$ cat config.mk
export PLATFORM = sky130hd
export DESIGN_NAME = op_sequencer
export DESIGN_NICKNAME = d
export VERILOG_FILES = /design/src/rtl/op_sequencer.sv
export SDC_FILE = /design/constraint.sdc
export NUM_CORES = 1
export LEC_CHECK = 0
export CORE_ASPECT_RATIO = 1.1
export CORE_MARGIN = 3
export CORE_UTILIZATION = 55
export DETAILED_ROUTE_END_ITERATION = 10
export PLACE_DENSITY = 0.86
export SLEW_MARGIN = 5
export SYNTH_ARGS = -nofsm -noshare
export SYNTH_HDL_FRONTEND = slang
export SYNTH_SLANG_ARGS = --single-unit
$ cat constraint.sdc
create_clock -name clk -period 6 [get_ports clk]
set_clock_uncertainty 0.15 [all_clocks]
set_input_delay 1.8 -clock clk [delete_from_list [all_inputs] [get_ports clk]]
set_output_delay 1.8 -clock clk [all_outputs]
set_load 0.03 [all_outputs]
$ cat src/rtl/op_sequencer.sv
// Table-driven accumulator sequencer: executes a programmable opcode table against
// R2 (accumulator) and R1 (operand) for a bounded or free-running number of steps.
module op_sequencer #(
  parameter int unsigned WIDTH  = 32,
  parameter int unsigned NSTEPS = 4,
  localparam int unsigned SW    = $clog2(NSTEPS)
) (
  input  logic             clk,
  input  logic             reset_n,
  input  logic [WIDTH-1:0] in1,
  input  logic             load,
  input  logic [7:0]       run_len,
  input  logic             prog_we,
  input  logic [3:0]       prog_addr,
  input  logic [2:0]       prog_op,
  output logic [WIDTH-1:0] out1,
  output logic [SW-1:0]    step,
  output logic             busy,
  output logic             done,
  output logic             ovf
);

  typedef enum logic [0:0] {StIdle, StRun} state_e;

  localparam logic [WIDTH-1:0] MinVal = {1'b1, {(WIDTH-1){1'b0}}};

  state_e           r_state, w_state_next;
  logic [WIDTH-1:0] r_r1, r_r2, w_r2_next, w_sum, w_diff;
  logic [SW-1:0]    r_step;
  logic [7:0]       r_rem;
  logic             r_ovf, r_done, w_ovf_step;
  logic [2:0]       r_table [NSTEPS];
  logic [2:0]       w_op;
  logic             w_exec, w_last, w_addr_ok;

  assign w_exec    = (r_state == StRun) && !load;
  // remaining==0 while running means free-run, so only an explicit 1 finishes
  assign w_last    = w_exec && (r_rem == 8'd1);
  assign w_addr_ok = (prog_addr >> SW) == 4'd0;
  assign w_op      = r_table[r_step];

  // State register
  always_ff @(posedge clk or negedge reset_n) begin
    if (!reset_n) r_state <= StIdle;
    else          r_state <= w_state_next;
  end

  // Next-state logic
  always_comb begin
    w_state_next = r_state;
    if (load)        w_state_next = StRun;
    else if (w_last) w_state_next = StIdle;
  end

  // FSM outputs
  always_comb begin
    busy = (r_state == StRun);
  end

  // ALU
  always_comb begin
    w_sum      = r_r2 + r_r1;
    w_diff     = r_r2 - r_r1;
    w_r2_next  = r_r2;
    w_ovf_step = 1'b0;
    case (w_op)
      3'b000: begin
        w_r2_next  = -r_r1;
        w_ovf_step = (r_r1 == MinVal);
      end
      3'b001: w_r2_next = r_r2 & r_r1;
      3'b010: begin
        w_r2_next  = -r_r2;
        w_ovf_step = (r_r2 == MinVal);
      end
      3'b011: begin
        w_r2_next  = w_sum;
        w_ovf_step = (r_r2[WIDTH-1] == r_r1[WIDTH-1]) && (w_sum[WIDTH-1] != r_r2[WIDTH-1]);
      end
      3'b100: begin
        w_r2_next  = w_diff;
        w_ovf_step = (r_r2[WIDTH-1] != r_r1[WIDTH-1]) && (w_diff[WIDTH-1] != r_r2[WIDTH-1]);
      end
      3'b101:  w_r2_next = r_r2 | r_r1;
      3'b110:  w_r2_next = r_r2 ^ r_r1;
      default: w_r2_next = r_r2;
    endcase
  end

  // Datapath and opcode table
  always_ff @(posedge clk or negedge reset_n) begin
    if (!reset_n) begin
      r_r1   <= '0;
      r_r2   <= '0;
      r_step <= '0;
      r_rem  <= '0;
      r_ovf  <= 1'b0;
      r_done <= 1'b0;
      for (int unsigned i = 0; i < NSTEPS; i++) r_table[i] <= 3'(i % 4);
    end else begin
      if (load) begin
        r_r1   <= in1;
        r_r2   <= '0;
        r_step <= '0;
        r_rem  <= run_len;
        r_ovf  <= 1'b0;
        r_done <= 1'b0;
      end else if (w_exec) begin
        r_r2   <= w_r2_next;
        r_ovf  <= r_ovf | w_ovf_step;
        r_step <= r_step + 1'b1;
        if (r_rem != 8'd0) r_rem <= r_rem - 8'd1;
        r_done <= w_last;
      end else begin
        r_done <= 1'b0;
      end
      // Executing op above read the pre-write entry
      if (prog_we && w_addr_ok) r_table[prog_addr[SW-1:0]] <= prog_op;
    end
  end

  assign out1 = r_r2;
  assign step = r_step;
  assign done = r_done;
  assign ovf  = r_ovf;

endmodule

==> results.sh, run 1 <==
export IMPL_die_area_um2=20820
export IMPL_antenna_found_initial=0
export IMPL_final_setup_tns_ns=0
export IMPL_slowest_stage="mux2_2"
export IMPL_synth_ff_type="dfrtp_1"
export IMPL_ant_nets=0
export IMPL_initial_core_util_pct=56.53
export IMPL_grt_max_degree=78
export IMPL_worstReg2RegEnd="out1[12]$_DFFE_PN0P_"
export IMPL_synth_edf_count=0
export IMPL_hold_buffers=0
export IMPL_root_buffer="clkbuf_16"
export IMPL_grt_first_pass_wirelength_um=55630
export IMPL_worstSetupStartpoint="step[1]$_DFFE_PN0P_"
export IMPL_path_cells="mux2i_1 > mux2_2 > nand2_1 > buf_4 > nor2_1 > buf_4 > nand2_1 > o21ai_0 > o21ai_0 > a221oi_1 > a21o_1"
export IMPL_seqPwrFrac_pct=19.4
export IMPL_fmax_mhz=251.9
export IMPL_detail_route_wl_per_cell_um=20.92
export IMPL_worst_r2r_cell_count=11
export IMPL_clk_path_buf_depth=2
export IMPL_portBuffers=87
export IMPL_rsz0062_at_grt="false"
export IMPL_end_kind="register"
export IMPL_htreeDepth=3
export IMPL_clock_sinks=89
export IMPL_p_comb_share_pct=69.7
export IMPL_first_global_vias=10778
export IMPL_whs_path_depth=1
export IMPL_ys_ff_latch=89
export IMPL_dr_pass1_iters=8
export IMPL_core_area_um2=18610
export IMPL_pre_cts_ws_ns=1.916
export IMPL_p_clk_share_pct=10.9
export IMPL_drt_iter0_drc=1661
export IMPL_outcome="finished, final reports clean"
export IMPL_ir_drop_mv=0.3035
export IMPL_synth_warnings=0
export IMPL_die_h_um=151.0
export IMPL_crit_buf_inv=2
export IMPL_start_kind="register"
export IMPL_finalMaxSlewViolations=0
export IMPL_syn_nets=1575
export IMPL_p_leak_nw=4.826
export IMPL_hpwl_um=24670
export IMPL_synth_top_area_share_pct=20.22
export IMPL_switching_share_pct=55.89
export IMPL_diodes=0
export IMPL_drive_gt1_share_pct=5.460
export IMPL_vias_per_cell=6.807
export IMPL_holdCritPathClass="reg -> reg"
export IMPL_overflow=0
export IMPL_relSlewSlack_pct=27.02
export IMPL_required_ns=6.15
export IMPL_synth_area_per_cell_um2=7.444
export IMPL_cts_resized=0
export IMPL_cts_buffers=9
export IMPL_setup_viol=0
export IMPL_cts_setup_buffers=0
export IMPL_yosys_area_top_type="dfrtp_1"
export IMPL_syn_area_um2=10520
export IMPL_wl_um=35350
export IMPL_syn_inst=1413
export IMPL_timing_worst_setup_path_type="reg -> reg"
export IMPL_cts_tree="built"
export IMPL_areaGrowthSynthToFinish_pct=12.10
export IMPL_p_per_area_nw_per_um2=470.8
export IMPL_r2r_start="step[1]$_DFFE_PN0P_"
export IMPL_final_hold_violation_count=0
export IMPL_crit_end="out1[12]$_DFFE_PN0P_"
export IMPL_clk_pin_slew_ns=0.08
export IMPL_path_depth=11
export IMPL_internal_power_mw=2.449
export IMPL_clkLatencyLatePin_ns=0.36
export IMPL_synthArstFlopShare_pct=100.0
export IMPL_nNetsFinal=1604
export IMPL_cp_top_family="multiplexers"
export IMPL_grtUsageTotal_pct=33.41
export IMPL_worst_slack_ns=2.030
export IMPL_io_pins=88
export IMPL_drc=0
export IMPL_num_rows=52
export IMPL_synth_seq_area_share_pct=21.22
export IMPL_synth_top_cells_by_area="dfrtp_1 20%, ha_1 13%, o21ai_0 6.5%"
export IMPL_fin_crit_sh_pct=66.16
export IMPL_cp_max_fo=34
export IMPL_cpPeakStageDelay_ns=0.68
export IMPL_vias=11503
export IMPL_reg2reg_slack_ns=2.03
export IMPL_p_sw_mw=3.102
export IMPL_arrival_ns=4.12
export IMPL_maxCapViolations=0
export IMPL_yosysUniqueCellTypes=76
export IMPL_place_congestion=1.019
export IMPL_die_w_um=137.9
export IMPL_layout_min_cycle_time_ns=3.970
export IMPL_worst_slew_pin_slew_ns=1.095
==> power by group through the flow <==
stage | clock (mW) | sequential, mW | combinational [mW]
after floorplan | 0 | 1.18 | 2.52
after global placement | 0 | 1.05 | 3.67
after detailed placement | 0 | 1.07 | 3.72
after CTS | 0.610 | 1.06 | 3.75
after global routing | 0.632 | 1.10 | 4.17
final | 0.605 | 1.08 | 3.87
==> layer usage <==
metal | routed length [um] | global-route usage [%] | part of all wire [%] | up-vias
li1 | - | - | - | 5216
met3 | 3629 | 5.781 | 10 | 189
met5 | 0 | 0 | 0 | -
met1 | 13720 | 42.78 | 39 | 5304
met4 | 2141 | 19.47 | 6.1 | 0
met2 | 15860 | 52.83 | 45 | 794
==> per-stage QoR <==
step	utilization, %	power, mW	hold slack [ns]	area [um^2]	instances
2_1_floorplan	-	3.702	0.3464	10520	1413
3_3_place_gp	61.72	4.724	0.3630	11480	1674
3_5_place_dp	61.72	4.786	0.3847	11480	1674
4_1_cts	63.37	5.419	0.3993	11790	1690
5_1_grt	63.37	5.897	0.4182	11790	1690
6_report	63.37	5.552	0.4061	11790	1690
==> area by class of cell <==
| class | instances | area, um^2 |
|---|---|---|
| clock buffers | 9 | 225.2 |
| clock inverters | 7 | 81.33 |
| fillers | 1654 | 6817 |
| inverters | 100 | 375.4 |
| multi-input cells | 1139 | 7590 |
| flip-flops and latches | 89 | 2232 |
| well taps | 243 | 304.0 |
| repair buffers | 103 | 983.4 |
==> cells by family after synthesis <==
family                   synth area share (%)
adder cells (fa/ha/maj)                 13.35
flip-flops                              21.22
AND/OR/NAND/NOR                         21.60
buffers and inverters                   6.721
multiplexers                            3.307
XOR/XNOR                                4.663
AO/OA/AOI/OAI                           29.14
==> state kept, by name, indices dropped and copies added, names as in the netlist <==
signal   cells
step         2
out1        32
done         1
ovf          1
r_r1        32
r_rem        8
r_table     12
busy         1
==> placed cells by master (no fill, tap or decap), drive strengths merged, types with 5 or more instances in the layout <==
cell type | synthesis | layout
nand2 | 138 | 138
o22ai | 17 | 17
nor3b | 6 | 6
a31oi | 13 | 13
o21a | 6 | 6
dfrtp | 85 | 85
a211oi | 15 | 15
nand2b | 9 | 9
o31ai | 22 | 22
nor3 | 53 | 53
nor2 | 108 | 108
clkdlybuf4s50 | 0 | 85
mux2 | 16 | 16
o211ai | 14 | 14
a21o | 14 | 14
o21bai | 11 | 11
or4 | 7 | 7
o21ai | 143 | 143
and2 | 5 | 5
o221ai | 25 | 25
inv | 100 | 104
buf | 18 | 18
mux2i | 10 | 10
ha | 109 | 109
a21oi | 135 | 135
nor2b | 10 | 10
nand4 | 14 | 14
a311oi | 7 | 7
a221oi | 12 | 12
clkbuf | 67 | 9
or3 | 11 | 11
xnor2 | 54 | 54
nand3 | 41 | 41
nor4 | 33 | 33
and3 | 12 | 12
a221o | 11 | 11
==> worst min path at each step <==
stage,start,to
after floorplan,r_table[7]$_DFFE_PN0P_,r_table[7]$_DFFE_PN0P_
after global placement,r_table[8]$_DFFE_PN0P_,r_table[8]$_DFFE_PN0P_
after detailed placement,r_table[9]$_DFFE_PN0P_,r_table[9]$_DFFE_PN0P_
after CTS,r_table[9]$_DFFE_PN0P_,r_table[9]$_DFFE_PN0P_
after global routing,r_table[9]$_DFFE_PN0P_,r_table[9]$_DFFE_PN0P_
final,r_table[9]$_DFFE_PN0P_,r_table[9]$_DFFE_PN0P_
==> synthesized netlist by cell type (all sizes together), types with 4 or more instances <==
| library cell | number |
|---|---|
| buf | 18 |
| nand4 | 14 |
| dfstp | 4 |
| a21o | 14 |
| and2 | 5 |
| xnor2 | 54 |
| a311oi | 7 |
| o311ai | 4 |
| mux2i | 10 |
| inv | 100 |
| ha | 109 |
| a31o | 4 |
| o221ai | 25 |
| o21ai | 143 |
| a22o | 4 |
| o31ai | 22 |
| and3 | 12 |
| nor2 | 108 |
| o21bai | 11 |
| a21oi | 135 |
| o21a | 6 |
| a221o | 11 |
| mux2 | 16 |
| o22ai | 17 |
| dfrtp | 85 |
| a221oi | 12 |
| nand2b | 9 |
| nand3 | 41 |
| or3 | 11 |
| o211ai | 14 |
| nor4 | 33 |
| nor2b | 10 |
| clkbuf | 67 |
| nand2 | 138 |
| nor3b | 6 |
| or4 | 7 |
| o31a | 4 |
| a211oi | 15 |
| nor3 | 53 |
| a31oi | 13 |
Note: power is estimated with default switching activity, not from simulation.
==> run 2, diff against run 1 <==
clock period = 4 ns   (was 6 ns; I/O delays follow)
==> run 2 against run 1 <==
Compared with the run above:
- largest power group unchanged
- non-clock buffer count up 40
- core utilization increased by 1.6 points
- critical endpoint is now out1[26]$_DFFE_PN0P_
- die area is the same
- power increased by 55%
- combinational power rose by 57%
- first-iteration DRC count down 5.4%
- worst hold slack worse by 0.013 ns
- sequential power grew 46%
- final area is 2.5% higher
- critical path depth rose by 1
- clock power up 51%
- final cell count up 2.4%
==> results.sh, run 2 (synthesis results as in run 1) <==
export IMPL_outcome="finished, final reports clean"
export IMPL_p_leak_nw=5.021
export IMPL_grt_first_pass_wirelength_um=58490
export IMPL_final_hold_violation_count=0
export IMPL_cts_resized=0
export IMPL_ant_nets=0
export IMPL_layout_common_cells="138 x nand2_1, 136 x o21ai_0, 134 x a21oi_1, 109 x ha_1, 107 x nor2_1"
export IMPL_fillCellCount=1655
export IMPL_switching_share_pct=55.49
export IMPL_end_kind="register"
export IMPL_hpwl_um=27270
export IMPL_worst_r2r_cell_count=12
export IMPL_antenna_found_initial=0
export IMPL_timing_worst_setup_path_type="reg -> reg"
export IMPL_drc=0
export IMPL_hold_buffers=0
export IMPL_placed_cell_area_um2=11780
export IMPL_fmax_mhz=251.3
export IMPL_internal_power_mw=3.820
export IMPL_die_h_um=151.0
export IMPL_arrival_ns=4.12
export IMPL_cp_max_fo=7
export IMPL_grtUsageTotal_pct=35.46
export IMPL_worstReg2RegEnd="out1[26]$_DFFE_PN0P_"
export IMPL_portBuffers=87
export IMPL_first_global_vias=11114
export IMPL_ir_drop_mv=0.4277
export IMPL_vias_per_cell=6.762
export IMPL_cts_setup_buffers=0
export IMPL_p_sw_mw=4.763
export IMPL_root_buffer="clkbuf_16"
export IMPL_overflow=0
export IMPL_clk_pin_slew_ns=0.09
export IMPL_place_congestion=1.079
export IMPL_dr_pass1_iters=6
export IMPL_vias=11698
export IMPL_diodes=0
export IMPL_fin_area_um2=12090
export IMPL_clkLatencyLatePin_ns=0.37
export IMPL_core_area_um2=18610
export IMPL_holdCritPathClass="reg -> reg"
export IMPL_p_per_area_nw_per_um2=710.2
export IMPL_final_common_cell="nand2_1"
export IMPL_start_kind="register"
export IMPL_required_ns=4.14
export IMPL_relSlewSlack_pct=24.88
export IMPL_hold_start="r_table[7]$_DFFE_PN0P_"
export IMPL_layout_min_cycle_time_ns=3.979
export IMPL_detail_route_wl_per_cell_um=21.54
export IMPL_reg2reg_slack_ns=0.02
export IMPL_io_pins=88
export IMPL_setup_viol=0
export IMPL_finalMaxSlewViolations=0
export IMPL_htreeDepth=3
export IMPL_wl_um=37260
export IMPL_p_clk_share_pct=10.6
export IMPL_rsz0062_at_grt="false"
export IMPL_seqPwrFrac_pct=18.5
export IMPL_worstSetupStartpoint="out1[0]$_DFFE_PN0P_"
export IMPL_maxCapViolations=0
export IMPL_whs_path_depth=1
export IMPL_clk_path_buf_depth=2
export IMPL_cts_tree="built"
export IMPL_num_rows=52
export IMPL_r2r_start="out1[0]$_DFFE_PN0P_"
export IMPL_hold_path_end="r_table[7]$_DFFE_PN0P_"
export IMPL_worst_slew_pin_slew_ns=1.120
export IMPL_drive_gt1_share_pct=7.935
export IMPL_nNetsFinal=1644
export IMPL_p_comb_share_pct=70.9
export IMPL_fin_crit_sh_pct=99.49
export IMPL_clock_sinks=89
export IMPL_cts_buffers=9
export IMPL_initial_core_util_pct=56.53
export IMPL_drt_iter0_drc=1572
export IMPL_die_area_um2=20820
export IMPL_final_setup_tns_ns=0
export IMPL_die_w_um=137.9
export IMPL_grt_max_degree=77
export IMPL_areaGrowthSynthToFinish_pct=14.89
## run 2: cell types whose count changed in the layout (fill, tap and decap cells not counted)
| cell | change |
|---|---|
| o21ai_2 | -1 |
| inv_8 | +2 |
| clkinv_8 | -1 |
| buf_4 | +40 |
| o21ai_1 | +1 |
| inv_6 | -1 |
## run 2: how the worst max path moves through the flow
| stage | end | slack [ns] | cells past startpoint |
|---|---|---|---|
| after floorplan | out1[23]$_DFFE_PN0P_ | 0.54 | 11 |
| after global placement | out1[18]$_DFFE_PN0P_ | 0.37 | 12 |
| after detailed placement | out1[26]$_DFFE_PN0P_ | 0.29 | 12 |
| after CTS | out1[26]$_DFFE_PN0P_ | 0.25 | 12 |
| after global routing | out1[26]$_DFFE_PN0P_ | 0.01 | 11 |
| final | out1[26]$_DFFE_PN0P_ | 0.02 | 12 |
## run 2: layout make-up
type / count / area [um^2] / area share (%)
Inverter: 100 / 375.4 / 3.106
Clock inverter: 7 / 78.83 / 0.6522
Clock buffer: 9 / 225.2 / 1.864
Multi-Input combinational cell: 1139 / 7586 / 62.77
Tap cell: 243 / 304.0 / 2.516
Timing Repair Buffer: 143 / 1284 / 10.62
Sequential cell: 89 / 2232 / 18.47
## run 2: metal layers
| metal | up-vias | part of all wire, % | global-route usage, % |
|---|---|---|---|
| li1 | 5307 | - | - |
| met5 | - | 0 | 0 |
| met4 | 0 | 5.2 | 17.24 |
| met1 | 5450 | 39 | 45.90 |
| met2 | 776 | 46 | 57.40 |
| met3 | 165 | 10 | 5.814 |
## run 2: worst max-delay path, cell delays in order (launching register included)
cell and delay (ns):
dfrtp_1 0.45, inv_1 0.15, ha_1 0.22, fa_1 0.26
nor2_1 0.06, o221ai_1 0.30, a21oi_1 0.22, a211oi_1 0.93
o211ai_1 0.24, o311a_1 0.26, o41ai_1 0.29, o32ai_1 0.14
a41oi_1 0.22
## run 2: through the flow
stage          total power, mW  util, %  std cells  setup WS [ns]  hold slack, ns
3_5_place_dp             7.433    63.31       1714         0.2854          0.3737
4_1_cts                  8.376    64.95       1730         0.2518          0.3907
3_3_place_gp             7.356    63.31       1714         0.3653          0.3624
2_1_floorplan            5.553        -       1413         0.5352          0.3464
6_report                 8.583    64.95       1730        0.02050          0.3930
5_1_grt                  9.095    64.95       1730        0.01401          0.4071
## run 2: power by group through the flow
stage	clock network, mW	registers (mW)	logic, mW
floorplan	0	1.78	3.78
global placement	0	1.56	5.80
detailed placement	0	1.58	5.85
CTS	0.920	1.57	5.89
global route	0.961	1.63	6.51
finish	0.914	1.58	6.08
==> run 3, diff against run 2 <==
RECOVER_POWER = 50   (was unset)
==> run 3 against run 2 <==
Compared with the run above:
- the run now ends with capacitance limit, slew limit left
- maximum frequency up 2.0%
- combinational power about the same
- power about the same
- clock power about the same
- final cell count stayed put
- largest cell class unchanged
==> results.sh, run 3 (synthesis results as in run 1) <==
export IMPL_cts_resized=0
export IMPL_post_route_util_pct=64.87
export IMPL_fmax_mhz=256.2
export IMPL_final_common_cell="nand2_1"
export IMPL_timing_worst_setup_path_type="reg -> reg"
export IMPL_overflow=0
export IMPL_first_global_vias=11114
export IMPL_dr_pass1_iters=6
export IMPL_setup_viol=0
export IMPL_ir_drop_mv=0.4271
export IMPL_clk_pin_slew_ns=0.09
export IMPL_vias_per_cell=6.750
export IMPL_drc=0
export IMPL_p_leak_nw=5.009
export IMPL_rsz0062_at_grt="false"
export IMPL_hold_buffers=0
export IMPL_end_kind="register"
export IMPL_htreeDepth=3
export IMPL_cts_tree="built"
export IMPL_ant_nets=0
export IMPL_arrival_ns=4.04
export IMPL_place_congestion=1.079
export IMPL_relSlewSlack_pct=-31.93
export IMPL_start_kind="register"
export IMPL_path_cells="inv_1 > ha_1 > fa_1 > nor2_1 > o221ai_1 > a21oi_1 > a211oi_1 > o211ai_1 > o311a_1 > o41ai_1 > o32ai_1 > a41oi_1"
export IMPL_portBuffers=87
export IMPL_io_pins=88
export IMPL_grt_first_pass_wirelength_um=58490
export IMPL_cpPeakStageDelay_ns=0.87
export IMPL_clkLatencyLatePin_ns=0.37
export IMPL_clock_sinks=89
export IMPL_pre_cts_ws_ns=0.2854
export IMPL_cts_buffers=9
export IMPL_finalMaxSlewViolations=75
export IMPL_cp_top_family="compound AO/OA/AOI/OAI gates"
export IMPL_maxCapViolations=1
export IMPL_clk_path_buf_depth=2
export IMPL_fin_crit_sh_pct=97.57
export IMPL_worst_slew_pin_slew_ns=1.979
export IMPL_die_w_um=137.9
export IMPL_crit_buf_inv=1
export IMPL_drive_gt1_share_pct=7.734
export IMPL_vias=11677
export IMPL_worst_slack_ns=0.09707
export IMPL_nNetsFinal=1644
export IMPL_cts_setup_buffers=0
export IMPL_final_setup_tns_ns=0
export IMPL_layout_common_cells="138 x nand2_1, 136 x o21ai_0, 134 x a21oi_1, 109 x ha_1, 107 x nor2_1"
export IMPL_antenna_found_initial=0
export IMPL_required_ns=4.14
export IMPL_areaGrowthSynthToFinish_pct=14.76
export IMPL_drt_iter0_drc=1571
export IMPL_grt_max_degree=77
export IMPL_cp_max_fo=7
export IMPL_core_area_um2=18610
export IMPL_die_h_um=151.0
export IMPL_grtUsageTotal_pct=35.46
export IMPL_diodes=0
export IMPL_detail_route_wl_per_cell_um=21.55
export IMPL_hpwl_um=27270
export IMPL_num_rows=52
export IMPL_wl_um=37270
export IMPL_root_buffer="clkbuf_16"
export IMPL_die_area_um2=20820
export IMPL_initial_core_util_pct=56.53
export IMPL_p_per_area_nw_per_um2=710.5
export IMPL_violations="capacitance limit, slew limit"
export IMPL_slowest_stage="a211oi_1"
export IMPL_final_hold_violation_count=0
export IMPL_layout_min_cycle_time_ns=3.903
export IMPL_outcome="finished, violations left"
export IMPL_holdCritPathClass="reg -> reg"
[run 3: changes by cell type in the layout (fill, tap and decap cells not counted), sizes merged]
cell,before,now
buf,58,53
clkbuf,9,14
[run 3: per-layer routing]
layer,share of wire [%],global-route usage [%],up-vias
met1,39,45.90,5460
met4,5.0,17.24,0
met5,0,0,-
met2,46,57.40,757
met3,10,5.814,155
li1,-,-,5305
[run 3: area by class of cell]
class,count,area (um^2)
Inverter,100,375.4
Sequential cell,89,2232
Fill cell,1659,6536
Clock buffer,9,225.2
Tap cell,243,304.0
Multi-Input combinational cell,1139,7586
Clock inverter,7,78.83
Timing Repair Buffer,143,1270
[run 3: power by group]
group,internal (mW),total (mW),switching [mW]
combinational,2.25,6.08,3.83
sequential,1.12,1.58,0.460
clock,0.449,0.916,0.467
total,3.82,8.58,4.76
[run 3: worst register-to-register path: stages (launching register included)]
cell	delay (ns)
dfrtp_1	0.45
inv_1	0.15
ha_1	0.23
fa_1	0.27
nor2_1	0.06
o221ai_1	0.30
a21oi_1	0.22
a211oi_1	0.87
o211ai_1	0.23
o311a_1	0.25
o41ai_1	0.29
o32ai_1	0.14
a41oi_1	0.22
[run 3: worst paths after layout]
kind,start,to,slack (ns),cells past startpoint
min in group asynchronous,reset_n,out1[17]$_DFFE_PN0P_,1.20,1
min,r_table[7]$_DFFE_PN0P_,r_table[7]$_DFFE_PN0P_,0.39,1
min reg2reg,r_table[7]$_DFFE_PN0P_,r_table[7]$_DFFE_PN0P_,0.39,1
max in group asynchronous,reset_n,out1[18]$_DFFE_PN0P_,1.27,2
max reg2reg,out1[0]$_DFFE_PN0P_,out1[26]$_DFFE_PN0P_,0.1,12
max,out1[0]$_DFFE_PN0P_,out1[26]$_DFFE_PN0P_,0.1,12
[run 3: stage by stage]
step	area (um^2)	power [mW]	instances	hold WS, ns
after floorplan	10520	5.553	1413	0.3464
after global placement	11780	7.356	1714	0.3624
after detailed placement	11780	7.433	1714	0.3737
after CTS	12090	8.376	1730	0.3907
after global routing	12070	9.094	1730	0.4071
final	12070	8.577	1730	0.3930
